--- src/rtl/regfile_dump.sv ---
// Debug read-out engine: walks a register range on one read port
// and streams each value as a valid/ready beat tagged with its index.
module regfile_dump #(
    parameter int NUM_REGS = 32,
    parameter int ADDR_W   = 5,
    parameter int DATA_W   = 32
) (
    input  logic              clk,
    input  logic              reset,
    input  logic              start,
    input  logic [ADDR_W-1:0] first_ad,
    input  logic [ADDR_W:0]   count,
    output logic [ADDR_W-1:0] rd_ad,
    input  logic [DATA_W-1:0] rd_data,
    output logic              out_valid,
    input  logic              out_ready,
    output logic [DATA_W-1:0] out_data,
    output logic [ADDR_W-1:0] out_index,
    output logic              busy,
    output logic              done
);

    typedef enum logic [1:0] {
        IDLE,
        RUN,
        DRAIN,
        FIN
    } state_t;

    localparam logic [ADDR_W:0] MAX_CNT = (ADDR_W+1)'(NUM_REGS);

    state_t            state_q, state_d;
    logic [ADDR_W-1:0] ptr_q, ptr_d;
    logic [ADDR_W:0]   rem_q, rem_d;
    logic              valid_q, valid_d;
    logic [DATA_W-1:0] data_q, data_d;
    logic [ADDR_W-1:0] idx_q, idx_d;
    logic [ADDR_W:0]   cnt_clamp;
    logic              load;

    always_ff @(posedge clk or negedge reset) begin
        if (!reset) begin
            state_q <= IDLE;
            ptr_q   <= '0;
            rem_q   <= '0;
            valid_q <= 1'b0;
            data_q  <= '0;
            idx_q   <= '0;
        end else begin
            state_q <= state_d;
            ptr_q   <= ptr_d;
            rem_q   <= rem_d;
            valid_q <= valid_d;
            data_q  <= data_d;
            idx_q   <= idx_d;
        end
    end

    always_comb begin
        state_d   = state_q;
        ptr_d     = ptr_q;
        rem_d     = rem_q;
        valid_d   = valid_q;
        data_d    = data_q;
        idx_d     = idx_q;
        cnt_clamp = (count > MAX_CNT) ? MAX_CNT : count;
        load      = !valid_q || out_ready;
        unique case (state_q)
            IDLE: begin
                if (start) begin
                    ptr_d   = first_ad;
                    rem_d   = cnt_clamp;
                    state_d = (cnt_clamp == '0) ? FIN : RUN;
                end
            end
            RUN: begin
                // Capture only into a free or departing slot so a held beat stays stable
                if (load) begin
                    data_d  = rd_data;
                    idx_d   = ptr_q;
                    valid_d = 1'b1;
                    ptr_d   = ptr_q + 1'b1;
                    rem_d   = rem_q - 1'b1;
                    if (rem_q == (ADDR_W+1)'(1)) begin
                        state_d = DRAIN;
                    end
                end
            end
            DRAIN: begin
                if (valid_q && out_ready) begin
                    valid_d = 1'b0;
                    state_d = FIN;
                end
            end
            FIN: begin
                state_d = IDLE;
            end
            default: begin
                state_d = IDLE;
            end
        endcase
    end

    assign rd_ad     = ptr_q;
    assign out_valid = valid_q;
    assign out_data  = data_q;
    assign out_index = idx_q;
    assign busy      = (state_q != IDLE);
    assign done      = (state_q == FIN);

endmodule

--- config.mk ---
export PLATFORM = sky130hd
export DESIGN_NAME = regfile_dump
export DESIGN_NICKNAME = d
export VERILOG_FILES = /design/src/rtl/regfile_dump.sv
export SDC_FILE = /design/constraint.sdc
export NUM_CORES = 1
export LEC_CHECK = 0
export CORE_ASPECT_RATIO = 1.5
export CORE_MARGIN = 1.5
export CORE_UTILIZATION = 46
export DETAILED_ROUTE_END_ITERATION = 10
export PLACE_DENSITY_LB_ADDON = 0.1
export SLEW_MARGIN = 30
export SYNTH_ARGS = -nofsm -noshare
export SYNTH_HDL_FRONTEND = slang
export SYNTH_SLANG_ARGS = --single-unit
--- constraint.sdc ---
create_clock -name clk -period 4.27 [get_ports clk]
set_clock_uncertainty 0.2 [all_clocks]
set_input_delay 0.427 -clock clk [delete_from_list [all_inputs] [get_ports clk]]
set_output_delay 0.427 -clock clk [all_outputs]
set_load 0.05 [all_outputs]
# --- After elaboration in Yosys (flattened, before gate mapping) ---
# Cells that the tools add are included.
word_totals:
  ff_bits: 51
  in_bits: 47
  out_inout_bits: 45
  elab_cells: 45
classes:
  add_sub_neg: 2
  order_cmp: 1
  n_eq_ne: 8
  muxes: 16
  n_reduce_logical: 12
ops:
  columns: ["cell", "n"]
  rows:
  - ["two-way mux 6 bit", 3]
  - ["case mux 6 bit (2 select lines)", 1]
  - ["two-way mux 2 bit", 5]
  - ["two-way mux 5 bit", 2]
  - ["case mux 5 bit (2 select lines)", 1]
  - ["!= test 2 bit, second input constant", 4]
  - ["case mux 2 bit (4 select lines)", 1]
  - ["== test 6 x 1 -> 1 bit, second input constant", 1]
  - ["greater-than comparator 6 bit, second input constant", 1]
  - ["zero test 6 bit", 1]
  - ["AND reduction 3 bit", 2]
  - ["nonzero test 2 bit", 3]
  - ["subtractor 6 x 1 -> 6 bit, second input constant", 1]
  - ["adder 5 x 1 -> 5 bit, second input constant", 1]
  - ["== test 2 bit, second input constant", 2]
  - ["AND reduction 4 bit", 1]
  - ["== test 2 x 1 -> 1 bit, second input constant", 1]
  - ["zero test 2 bit", 1]
  - ["two-way mux 1 bit", 2]
  - ["case mux 1 bit (2 select lines)", 1]
  - ["AND reduction 2 bit", 1]
  - ["logical AND 1 bit", 1]
  - ["zero test 1 bit", 1]
  - ["logical OR 1 bit", 1]

# --- Depth between registers and ports, before layout ---
# Gate-level depths: netlist of run 1.
logic_depth:
  ltp_word: 6
  depth_mapped: 8
  ltp_nobuf: 6

# --- Least setup slack after synthesis of run 1 ---
# OpenSTA, ideal clock, no wires.
synth_path:
  path_type: "reg2reg"
  startpoint: "register valid_q, in the netlist out_valid"
  endpoint: "register data_q[0], in the netlist out_data[0]"
  t_arrival_ns: 1.685
  required_ns: 3.945
  path_slack_ns: 2.260
  stages_incl_launch_ff: 5
  period_less_slack_ns: 2.010
  cell_sequence: "dfrtp_1 nand2b_1 nand2_1 buf_2 mux2_2"
synth_between:
  elab_chain_cells: 3
synth_lines:
  columns: ["item", "line_no", "source"]
  rows:
  - ["from (decl)", "35", "logic valid_q, valid_d;"]
  - ["from (signal assigned)", "53", "valid_q <= valid_d;"]
  - ["zero test 1 bit", "67", "load = !valid_q || out_ready;"]
  - ["logical OR 1 bit", "67", null]
  - ["AND reduction 2 bit (no source line)", null, null]
  - ["to (signal assigned)", "54", "data_q <= data_d;"]
  - ["to (decl)", "36", "logic [DATA_W-1:0] data_q, data_d;"]
# Every way passes these cells.
# A chain may end at the register's enable or synchronous reset.

# --- Worst setup path in the final report of run 1 ---
layout_path:
  startpoint: "register state_q[1]"
  endpoint: "register rem_q[5]"
layout_between:
  elab_chain_cells: 3
  elab_cells_between_ends: 7
  classes_between: "3 x eq/ne; 1 x mux; 3 x reduce/logical"
layout_lines:
  columns: ["item", "line_no", "source"]
  rows:
  - ["from (decl)", "32", "state_t state_q, state_d;"]
  - ["from (signal assigned)", "50", "state_q <= state_d;"]
  - ["== test 2 x 1 -> 1 bit or zero test 2 bit (tied branches)", "68", "unique case (state_q)"]
  - ["!= test 2 bit (no source line) or nonzero test 2 bit (tied branches)", null, null]
  - ["AND reduction 3 bit (no source line)", null, null]
  - ["to (signal assigned)", "52", "rem_q <= rem_d;"]
  - ["to (decl)", "34", "logic [ADDR_W:0] rem_q, rem_d;"]
# Several ways; a longest one is shown, not always the timed one.

==> flow_metrics.py, run 1 <==
metrics = {
    "outcome": {
        "status": "finished, final reports clean",
    },
    "clocking": {
        "cts_tree": "yes",
        "holdBufCountCts": 0,
        "clk_latency_ns": 0.30,
        "cts_buffer_depth": 2,
        "cts_resized": 0,
        "postCtsSetupBuffers": 0,
        "htreeDepth": 2,
        "clk_pin_slew_ns": 0.09,
        "root_buffer": "clkbuf_8",
        "clock_sinks": 51,
        "cts_buffers": 5,
    },
    "detailed_routing": {
        "totalWireLength_um": 4880,
        "firstDrtPassIters": 4,
        "postRouteAntennaNets": 0,
        "avgRoutedWirePerCell_um": 14.1,
        "viasPerCell": 5.15,
        "remaining_drc_errors": 0,
        "drt_iter0_markers": 68,
        "dr_total_vias": 1786,
    },
    "power": {
        "ir_drop_v": 0.000398,
        "p_leak_nw": 1.40,
        "power_mw": 3.14,
        "p_per_area_mw_per_mm2": 927,
    },
    "floorplanning": {
        "start_util_pct": 47.7,
        "dieArea_sq_mm": 0.00547,
        "die_x_um": 60.9,
        "fp.dieH_um": 89.8,
        "core_area_sq_mm": 0.00485,
        "io_pins": 92,
        "rows": 31,
    },
    "global_route": {
        "grtUsageTotal_pct": 18.5,
        "first_global_vias": 1744,
        "grt_first_pass_wirelength_um": 7820,
        "grt_max_degree": 52,
        "grt-ovfl-total": 0,
        "antenna_found_initial": 0,
    },
    "yosys": {
        "yosys.area_share.xor_xnor_pct": 0,
        "yosysTopAreaCellShare_pct": 55.2,
        "synthTopCellsByArea": "dfrtp_1, mux2_2, ha_1",
        "yosysTopAreaCell": "dfrtp_1",
        "synth_edf_count": 0,
        "synth.area.mux_share_pct": 18.5,
        "yosys_warnings": 0,
        "syn_nets": 242,
        "synth_cell_types": 39,
        "synthAdderAreaFrac_pct": 4.33,
        "synthFlopType": "dfrtp_1",
        "synth_simple_gate_area_share_pct": 9.63,
        "synth_top_family_by_area": "multiplexers",
        "synthTopCellsByCount": "dfrtp_1, mux2_2, nand2_1",
        "ys_seq_area_share_pct": 55.2,
        "synth_compound_area_share_pct": 9.47,
        "postSynthCellCount": 187,
        "synth-async-reset-ratio_pct": 100,
        "yosysMostFrequentCell": "dfrtp_1",
        "syn_area_per_cell_sq_um": 12.4,
        "synthesis.area_sq_mm": 0.00231,
        "synth-seq-cells": 51,
    },
    "timing": {
        "tns_ns": 0,
        "max-slew-margin-rel_pct": 54.8,
        "finalCritPeriodShare_pct": 62.0,
        "finalHoldViolations": 0,
        "setup_viol": 0,
        "clock.fmax_ghz": 0.378,
        "grt_setup_unrepaired": "false",
        "period_needed_ns": 2.65,
        "final-max-slew-violation-count": 0,
        "setup_ws_ns": 1.62,
        "max_slew.worst_pin.slew_ns": 0.678,
    },
    "critical_path": {
        "cp_slowest_stage_delay_ns": 0.58,
        "crit_chain": "inv_1, ha_1, nor2_1, a311o_1, or4_1, nand4_1",
        "worst_setup_path_end_kind": "flip-flop",
        "worst_setup_path_start_kind": "flip-flop",
        "worstSetupPathType": "reg2reg",
        "cp.arrival_ns": 2.69,
        "cp_max_fo": 18,
        "crit_required_ns": 4.31,
        "cpMaxStageDelayCell": "ha_1",
    },
    "final_layout": {
        "nNetsFinal": 335,
        "final_cell_area_sq_mm": 0.00339,
        "seq_area_sq_mm": 0.00128,
        "multi_input_area_sq_um": 968,
        "fin_cells": 347,
        "final_layout_size_suffix_gt1_share_pct": 18.9,
        "antenna_cells": 0,
        "fillers": 366,
        "area_delta_synth_final_pct": 46.4,
    },
    "placed_design": {
        "port_buffers": 91,
        "dpl.hpwl_um": 3610,
        "postPlaceCellArea_sq_mm": 0.00328,
        "gp_congestion": 0.804,
        "placed_cells": 339,
        "dp_slack_ns": 1.65,
    },
    "flow_run": {
        "cap_violations": 0,
    },
    "hold_path": {
        "min_path_type": "in2async",
    },
}
-- final cells by class --
type	instances	share of cell area (%)
tap	66	2.44
multi-input combinational	120	28.6
timing repair buffer	93	27.2
clock inverter	1	0.222
sequential	51	37.7
clock buffer	7	2.85
inverter	9	0.998
-- through the flow --
step | utilization, % | hold slack, ns
6_report | 69.8 | 0.0290
5_1_grt | 69.8 | 0.0843
4_1_cts | 69.8 | 0.0487
3_5_place_dp | 67.7 | 0.292
3_3_place_gp | 67.7 | 0.285
2_1_floorplan | - | -0.0686
-- final timing paths --
| check | end | slack (ns) | from | depth (start not counted) |
|---|---|---|---|---|
| worst max register to register | rem_q[5]$_DFFE_PN0P_ | 1.62 | state_q[1]$_DFFE_PN0P_ | 6 |
| min in group clk | out_data[12]$_DFFE_PN0P_ | 0.31 | out_data[12]$_DFFE_PN0P_ | 1 |
| worst min-delay path | out_data[21]$_DFFE_PN0P_ | 0.03 | reset | 2 |
| max in group asynchronous | out_data[29]$_DFFE_PN0P_ | 3.43 | reset | 2 |
| worst max-delay path | rem_q[5]$_DFFE_PN0P_ | 1.62 | state_q[1]$_DFFE_PN0P_ | 6 |
| worst min register to register | out_data[12]$_DFFE_PN0P_ | 0.31 | out_data[12]$_DFFE_PN0P_ | 1 |
-- logic make-up (layout without fill, tap and decap cells) --
family                   Yosys count  after routing
multiplexers                      38             38
buffers and inverters             16            110
AO/OA/AOI/OAI                     32             32
adder cells (fa/ha/maj)            8              8
flip-flops                        51             51
AND/OR/NAND/NOR                   42             42
-- registers in the layout (all words and copies together), names as in the netlist --
| name | flops |
|---|---|
| rem_q | 6 |
| rd_ad | 5 |
| out_index | 5 |
| out_data | 32 |
| out_valid | 1 |
| state_q | 2 |
-- power breakdown --
part	switching [mW]	internal [mW]	total, mW
combinational	1.20	0.752	1.95
sequential	0.158	0.729	0.887
clock	0.150	0.147	0.298
-- placed cells by master, fill, tap and decap left out, types with 2 or more instances in the layout --
master and instances:
a21oi_1 6, a31o_2 2, a31oi_1 2, buf_4 2, clkbuf_8 7, clkdlybuf4s50_1 90
dfrtp_1 51, ha_1 8, inv_1 8, mux2_2 37, nand2_1 11, nand3_1 6
nand4_1 3, nor2_1 8, nor2b_1 3, nor3_1 2, o21ai_0 8, o22ai_1 4
or4_1 2
-- layer usage --
metal  track usage (%)  vias to the layer above  routed length (um)
met3              3.74                        6                 303
met4              6.16                        0                  70
met1              21.2                      859                1950
met5                 0                        -                   0
met2              32.7                       65                2550
li1                  -                      856                   -
-- worst max-delay path: cells and delay by family, from the launching register on --
family / cells / cell delay (ns)
AO/OA/AOI/OAI: 1 / 0.49
adder cells (fa/ha/maj): 1 / 0.58
flip-flops: 1 / 0.42
buffers and inverters: 1 / 0.11
AND/OR/NAND/NOR: 3 / 0.79
No activity file was read; power rests on OpenSTA's default activity.
==> run 2, diff against run 1 <==
--- a/config.mk
+++ b/config.mk
@@ -7,7 +7,7 @@
 export LEC_CHECK = 0
 export CORE_ASPECT_RATIO = 1.5
 export CORE_MARGIN = 1.5
-export CORE_UTILIZATION = 46
+export CORE_UTILIZATION = 39
 export DETAILED_ROUTE_END_ITERATION = 10
 export PLACE_DENSITY_LB_ADDON = 0.1
 export SLEW_MARGIN = 30
==> constraint.sdc (replaced) <==
create_clock -name clk -period 2.2 [get_ports clk]
set_clock_uncertainty 0.2 [all_clocks]
set_input_delay 0.22 -clock clk [delete_from_list [all_inputs] [get_ports clk]]
set_output_delay 0.22 -clock clk [all_outputs]
set_load 0.05 [all_outputs]
==> flow_metrics.py, run 2 (same netlist as run 1, synthesis figures left out) <==
metrics = {
    "timing": {
        "tns_ns": 0,
        "finalHoldViolations": 0,
        "period_needed_ns": 2.14,
        "final-max-slew-violation-count": 0,
        "max_slew.worst_pin.slew_ns": 0.631,
        "grt_setup_unrepaired": "false",
        "max-slew-margin-rel_pct": 57.9,
        "setup_viol": 0,
        "finalCritPeriodShare_pct": 97.5,
        "clock.fmax_ghz": 0.466,
    },
    "placed_design": {
        "port_buffers": 91,
        "dpl.hpwl_um": 3850,
        "gp_congestion": 0.853,
    },
    "clocking": {
        "clk_latency_ns": 0.30,
        "clock_sinks": 51,
        "clk_pin_slew_ns": 0.09,
        "cts_tree": "yes",
        "cts_buffer_depth": 2,
        "root_buffer": "clkbuf_8",
        "cts_buffers": 5,
        "htreeDepth": 2,
    },
    "global_route": {
        "grt-ovfl-total": 0,
        "grt_max_degree": 52,
        "grtUsageTotal_pct": 16.9,
        "grt_first_pass_wirelength_um": 8480,
        "antenna_found_initial": 0,
        "first_global_vias": 1800,
    },
    "detailed_routing": {
        "avgRoutedWirePerCell_um": 14.4,
        "viasPerCell": 5.03,
        "postRouteAntennaNets": 0,
        "remaining_drc_errors": 0,
        "dr_total_vias": 1810,
        "drt_iter0_markers": 57,
        "firstDrtPassIters": 4,
        "totalWireLength_um": 5190,
    },
    "floorplanning": {
        "core_area_sq_mm": 0.00574,
        "rows": 34,
        "die_x_um": 65.9,
        "dieArea_sq_mm": 0.00641,
        "fp.dieH_um": 97.3,
        "io_pins": 92,
        "start_util_pct": 40.3,
    },
    "final_layout": {
        "multi_input_area_sq_um": 975,
        "final_common_cell": "clkdlybuf4s50_1",
        "antenna_cells": 0,
        "fin_util_pct": 60.2,
        "final_cell_mix": "clkdlybuf4s50_1, dfrtp_1, mux2_2",
        "area_delta_synth_final_pct": 49.6,
        "seq_area_sq_mm": 0.00128,
        "largest_reg_flops": 32,
        "nNetsFinal": 342,
        "fillers": 529,
        "final_layout_size_suffix_gt1_share_pct": 21.2,
    },
    "critical_path": {
        "crit_chain": "clkdlybuf4s50_1",
        "path_buf_inv": 1,
        "cp.arrival_ns": 1.72,
        "worstSetupPathType": "reg2out",
        "worst_setup_path_start_kind": "flip-flop",
        "reg2reg_from": "state_q[0]$_DFFE_PN0P_",
        "rr_worst_depth": 6,
        "cp_slowest_stage_delay_ns": 0.87,
        "cpMaxStageDelayCell": "clkdlybuf4s50_1",
        "worst_setup_path_end_kind": "output pin",
        "cp_max_fo": 9,
        "reg2reg_to": "rem_q[5]$_DFFE_PN0P_",
        "reg2reg_slack_ns": 0.11,
        "crit_required_ns": 1.78,
        "cp_top_family": "buffers and inverters",
    },
    "hold_path": {
        "min_path_type": "reg2reg",
        "min_to": "out_data[26]$_DFFE_PN0P_",
        "hp-start": "out_data[26]$_DFFE_PN0P_",
        "whs_path_depth": 1,
    },
    "power": {
        "p_per_area_mw_per_mm2": 1800,
        "p_leak_nw": 1.44,
        "ir_drop_v": 0.00105,
    },
    "outcome": {
        "status": "finished, final reports clean",
    },
    "flow_run": {
        "cap_violations": 0,
    },
}
==> run 2: cell count changes in the layout (fill, tap and decap cells not counted) <==
cell	change
nor4b_1	-1
clkbuf_8	-1
buf_12	+1
dlygate4sd3_1	+1
clkdlybuf4s50_1	-1
nor4b_2	+1
buf_4	+6
clkinv_4	+1
==> run 2: worst max-delay path by stage <==
stage               slack, ns              startpoint                      end  cells after the start
floorplan                0.19   out_valid$_DFFE_PN0P_  out_data[0]$_DFFE_PN0P_                      4
global placement         0.17  state_q[0]$_DFFE_PN0P_     rd_ad[2]$_DFFE_PN0P_                      7
detailed placement        0.1  state_q[1]$_DFFE_PN0P_     rd_ad[2]$_DFFE_PN0P_                      7
CTS                      0.07  state_q[1]$_DFFE_PN0P_                     done                      2
global route             0.02    rd_ad[2]$_DFFE_PN0P_                 rd_ad[2]                      1
finish                   0.06    rd_ad[2]$_DFFE_PN0P_                 rd_ad[2]                      1
==> run 2: per-stage QoR <==
step | instance area (sq um) | total power [mW] | cells | hold slack, ns | setup slack [ns]
2_1_floorplan | 2310 | 4.36 | 187 | -0.276 | 0.190
3_3_place_gp | 3340 | 5.62 | 350 | 0.185 | 0.165
3_5_place_dp | 3340 | 5.69 | 350 | 0.174 | 0.0994
4_1_cts | 3450 | 6.26 | 359 | 0.312 | 0.0653
5_1_grt | 3460 | 6.58 | 360 | 0.316 | 0.0224
6_report | 3460 | 6.22 | 360 | 0.308 | 0.0552
==> run 2: worst register-to-register path, delay by kind of cell (launching register included) <==
| family | cells | cell delay (ns) |
|---|---|---|
| flops | 1 | 0.40 |
| compound gates | 1 | 0.34 |
| buf+inv | 1 | 0.10 |
| fa+ha+maj | 1 | 0.25 |
| simple gates | 3 | 0.76 |
==> run 2: final cells by class <==
class / count / area share (%)
clock buffer: 6 / 2.39
clock inverter: 2 / 0.470
inverter: 9 / 0.976
multi-input combinational: 120 / 28.2
sequential: 51 / 36.9
tap: 72 / 2.60
timing repair buffer: 100 / 28.5
==> run 2: power breakdown <==
group | total (mW) | internal (mW) | switching (mW)
Sequential | 1.73 | 1.41 | 0.312
Clock | 0.561 | 0.257 | 0.304
Combinational | 3.93 | 1.55 | 2.38
==> run 2: per-layer routing <==
metal	share of wire (%)	vias to the layer above	global-route usage [%]	wire [um]
met3	4.6	9	2.20	238
met4	1.7	0	6.89	88
met5	0	-	0	0
met2	51	54	29.1	2650
met1	43	876	20.7	2220
li1	-	871	-	-
==> run 2: repair_timing <==
| item | 4_1_cts | 5_1_grt |
|---|---|---|
| gates resized for setup | 0 | 1 |
| hold buffers | 1 | 0 |
| setup buffers | 0 | 1 |
| endpoints found under the setup margin | 0 | 1 |
| hold endpoints to repair | 51 | 0 |
==> run 3, diff against run 2 <==
--- a/config.mk
+++ b/config.mk
@@ -5,6 +5,7 @@
 export SDC_FILE = /design/constraint.sdc
 export NUM_CORES = 1
 export LEC_CHECK = 0
+export CAP_MARGIN = 15
 export CORE_ASPECT_RATIO = 1.5
 export CORE_MARGIN = 1.5
 export CORE_UTILIZATION = 39
==> constraint.sdc (replaced) <==
create_clock -name clk -period 2.2 [get_ports clk]
set_clock_uncertainty 0.2 [all_clocks]
set_input_delay 0.22 -clock clk [delete_from_list [all_inputs] [get_ports clk]]
set_output_delay 0.22 -clock clk [all_outputs]
set_load 0.1 [all_outputs]
==> flow_metrics.py, run 3 (same netlist as run 1, synthesis figures left out) <==
metrics = {
    "timing": {
        "finalCritPeriodShare_pct": 94.4,
        "final-max-slew-violation-count": 0,
        "finalHoldViolations": 0,
        "max_slew.worst_pin.slew_ns": 0.640,
        "max-slew-margin-rel_pct": 57.3,
        "setup_ws_ns": 0.124,
        "grt_setup_unrepaired": "false",
        "tns_ns": 0,
        "setup_viol": 0,
        "clock.fmax_ghz": 0.482,
        "period_needed_ns": 2.08,
    },
    "final_layout": {
        "final_layout_size_suffix_gt1_share_pct": 36.9,
        "area_delta_synth_final_pct": 45.8,
        "nNetsFinal": 344,
        "final_cell_area_sq_mm": 0.00337,
        "final_cell_mix": "buf_4, dfrtp_1, clkdlybuf4s50_1",
        "final_common_cell": "buf_4",
        "largest_reg_flops": 32,
        "antenna_cells": 0,
    },
    "detailed_routing": {
        "totalWireLength_um": 5200,
        "drt_iter0_markers": 67,
        "postRouteAntennaNets": 0,
        "dr_total_vias": 1832,
        "remaining_drc_errors": 0,
        "firstDrtPassIters": 4,
        "viasPerCell": 5.06,
        "avgRoutedWirePerCell_um": 14.4,
    },
    "critical_path": {
        "reg2reg_to": "rd_ad[2]$_DFFE_PN0P_",
        "cpMaxStageDelayCell": "dfrtp_1",
        "worst_setup_path_end_kind": "flip-flop",
        "crit_chain": "inv_1, ha_1, nor2b_4, a311o_1, buf_4, nor4b_1, a211o_1",
        "worstSetupPathType": "reg2reg",
        "cp_top_family": "compound AO/OA/AOI/OAI gates",
        "path_buf_inv": 2,
        "cp_max_fo": 14,
        "reg2reg_slack_ns": 0.12,
        "cp.arrival_ns": 2.12,
        "crit_end": "rd_ad[2]$_DFFE_PN0P_",
        "crit_required_ns": 2.24,
        "path_depth": 7,
        "reg2reg_from": "state_q[1]$_DFFE_PN0P_",
        "rr_worst_depth": 7,
        "cp_slowest_stage_delay_ns": 0.41,
        "worst_setup_path_start_kind": "flip-flop",
        "cp-startpoint": "state_q[1]$_DFFE_PN0P_",
    },
    "clocking": {
        "htreeDepth": 2,
        "cts_buffers": 5,
        "clk_pin_slew_ns": 0.09,
        "cts_tree": "yes",
        "root_buffer": "clkbuf_8",
        "clk_latency_ns": 0.30,
        "cts_buffer_depth": 2,
        "clock_sinks": 51,
    },
    "flow_run": {
        "cap_violations": 0,
    },
    "floorplanning": {
        "dieArea_sq_mm": 0.00641,
        "start_util_pct": 40.3,
        "fp.dieH_um": 97.3,
        "rows": 34,
        "die_x_um": 65.9,
        "io_pins": 92,
        "core_area_sq_mm": 0.00574,
    },
    "global_route": {
        "grt_max_degree": 52,
        "grtUsageTotal_pct": 16.9,
        "first_global_vias": 1788,
        "grt-ovfl-total": 0,
        "grt_first_pass_wirelength_um": 8410,
        "antenna_found_initial": 0,
    },
    "outcome": {
        "status": "finished, final reports clean",
    },
    "placed_design": {
        "port_buffers": 91,
        "gp_congestion": 0.815,
        "dp_slack_ns": 0.119,
        "dpl.hpwl_um": 3800,
        "postPlaceCellArea_sq_mm": 0.00324,
    },
    "hold_path": {
        "min_path_type": "reg2reg",
    },
}
run 3: changes by cell type in the layout (fill, tap and decap cells not counted):
cell | before | now
buf_4 | 8 | 53
clkdlybuf4s50_1 | 89 | 45
nor4b_1 | 0 | 1
nor4b_2 | 1 | 0
dfrtp_1 | 51 | 50
buf_12 | 1 | 2
dfrtp_2 | 0 | 1
run 3: worst min path at each step:
stage          slack [ns]                      from                        to  cells after the start
2_1_floorplan       -0.28                     reset   out_data[0]$_DFFE_PN0P_                      0
3_3_place_gp         0.19                     reset  out_data[12]$_DFFE_PN0P_                      2
3_5_place_dp         0.18                     reset  out_data[10]$_DFFE_PN0P_                      2
4_1_cts              0.32  out_data[27]$_DFFE_PN0P_  out_data[27]$_DFFE_PN0P_                      1
5_1_grt              0.32               rd_data[14]  out_data[14]$_DFFE_PN0P_                      2
6_report             0.31   out_data[8]$_DFFE_PN0P_   out_data[8]$_DFFE_PN0P_                      1
run 3: timing repair:
item,4_1_cts,5_1_grt
hold buffers,1,0
setup endpoints to repair,0,1
resized for setup,0,0
hold endpoints to repair,51,0
setup buffers,0,3
run 3: metal layers:
metal  track usage [%]  share of wire, %  up-vias
li1                  -                 -      877
met1              20.7                40      884
met2              28.4                52       60
met3              3.71               5.9       11
met4              6.41               2.3        0
met5                 0                 0        -
run 3: layout make-up:
class / instances / area (sq um)
timing repair buffer: 102 / 903
sequential: 51 / 1280
fill: 510 / 2370
clock buffer: 6 / 82.6
inverter: 9 / 33.8
multi-input combinational: 120 / 968
tap: 72 / 90.1
clock inverter: 2 / 16.3
run 3: through the flow:
stage | cells | hold slack (ns) | utilization (%)
floorplan | 187 | -0.276 | -
global placement | 350 | 0.186 | 56.4
detailed placement | 350 | 0.177 | 56.4
CTS | 359 | 0.316 | 58.3
global route | 362 | 0.321 | 58.7
finish | 362 | 0.312 | 58.7
Power of run 3 is not shown: default switching activity piles up to over one toggle a cycle in this logic, so the estimate is an artifact.
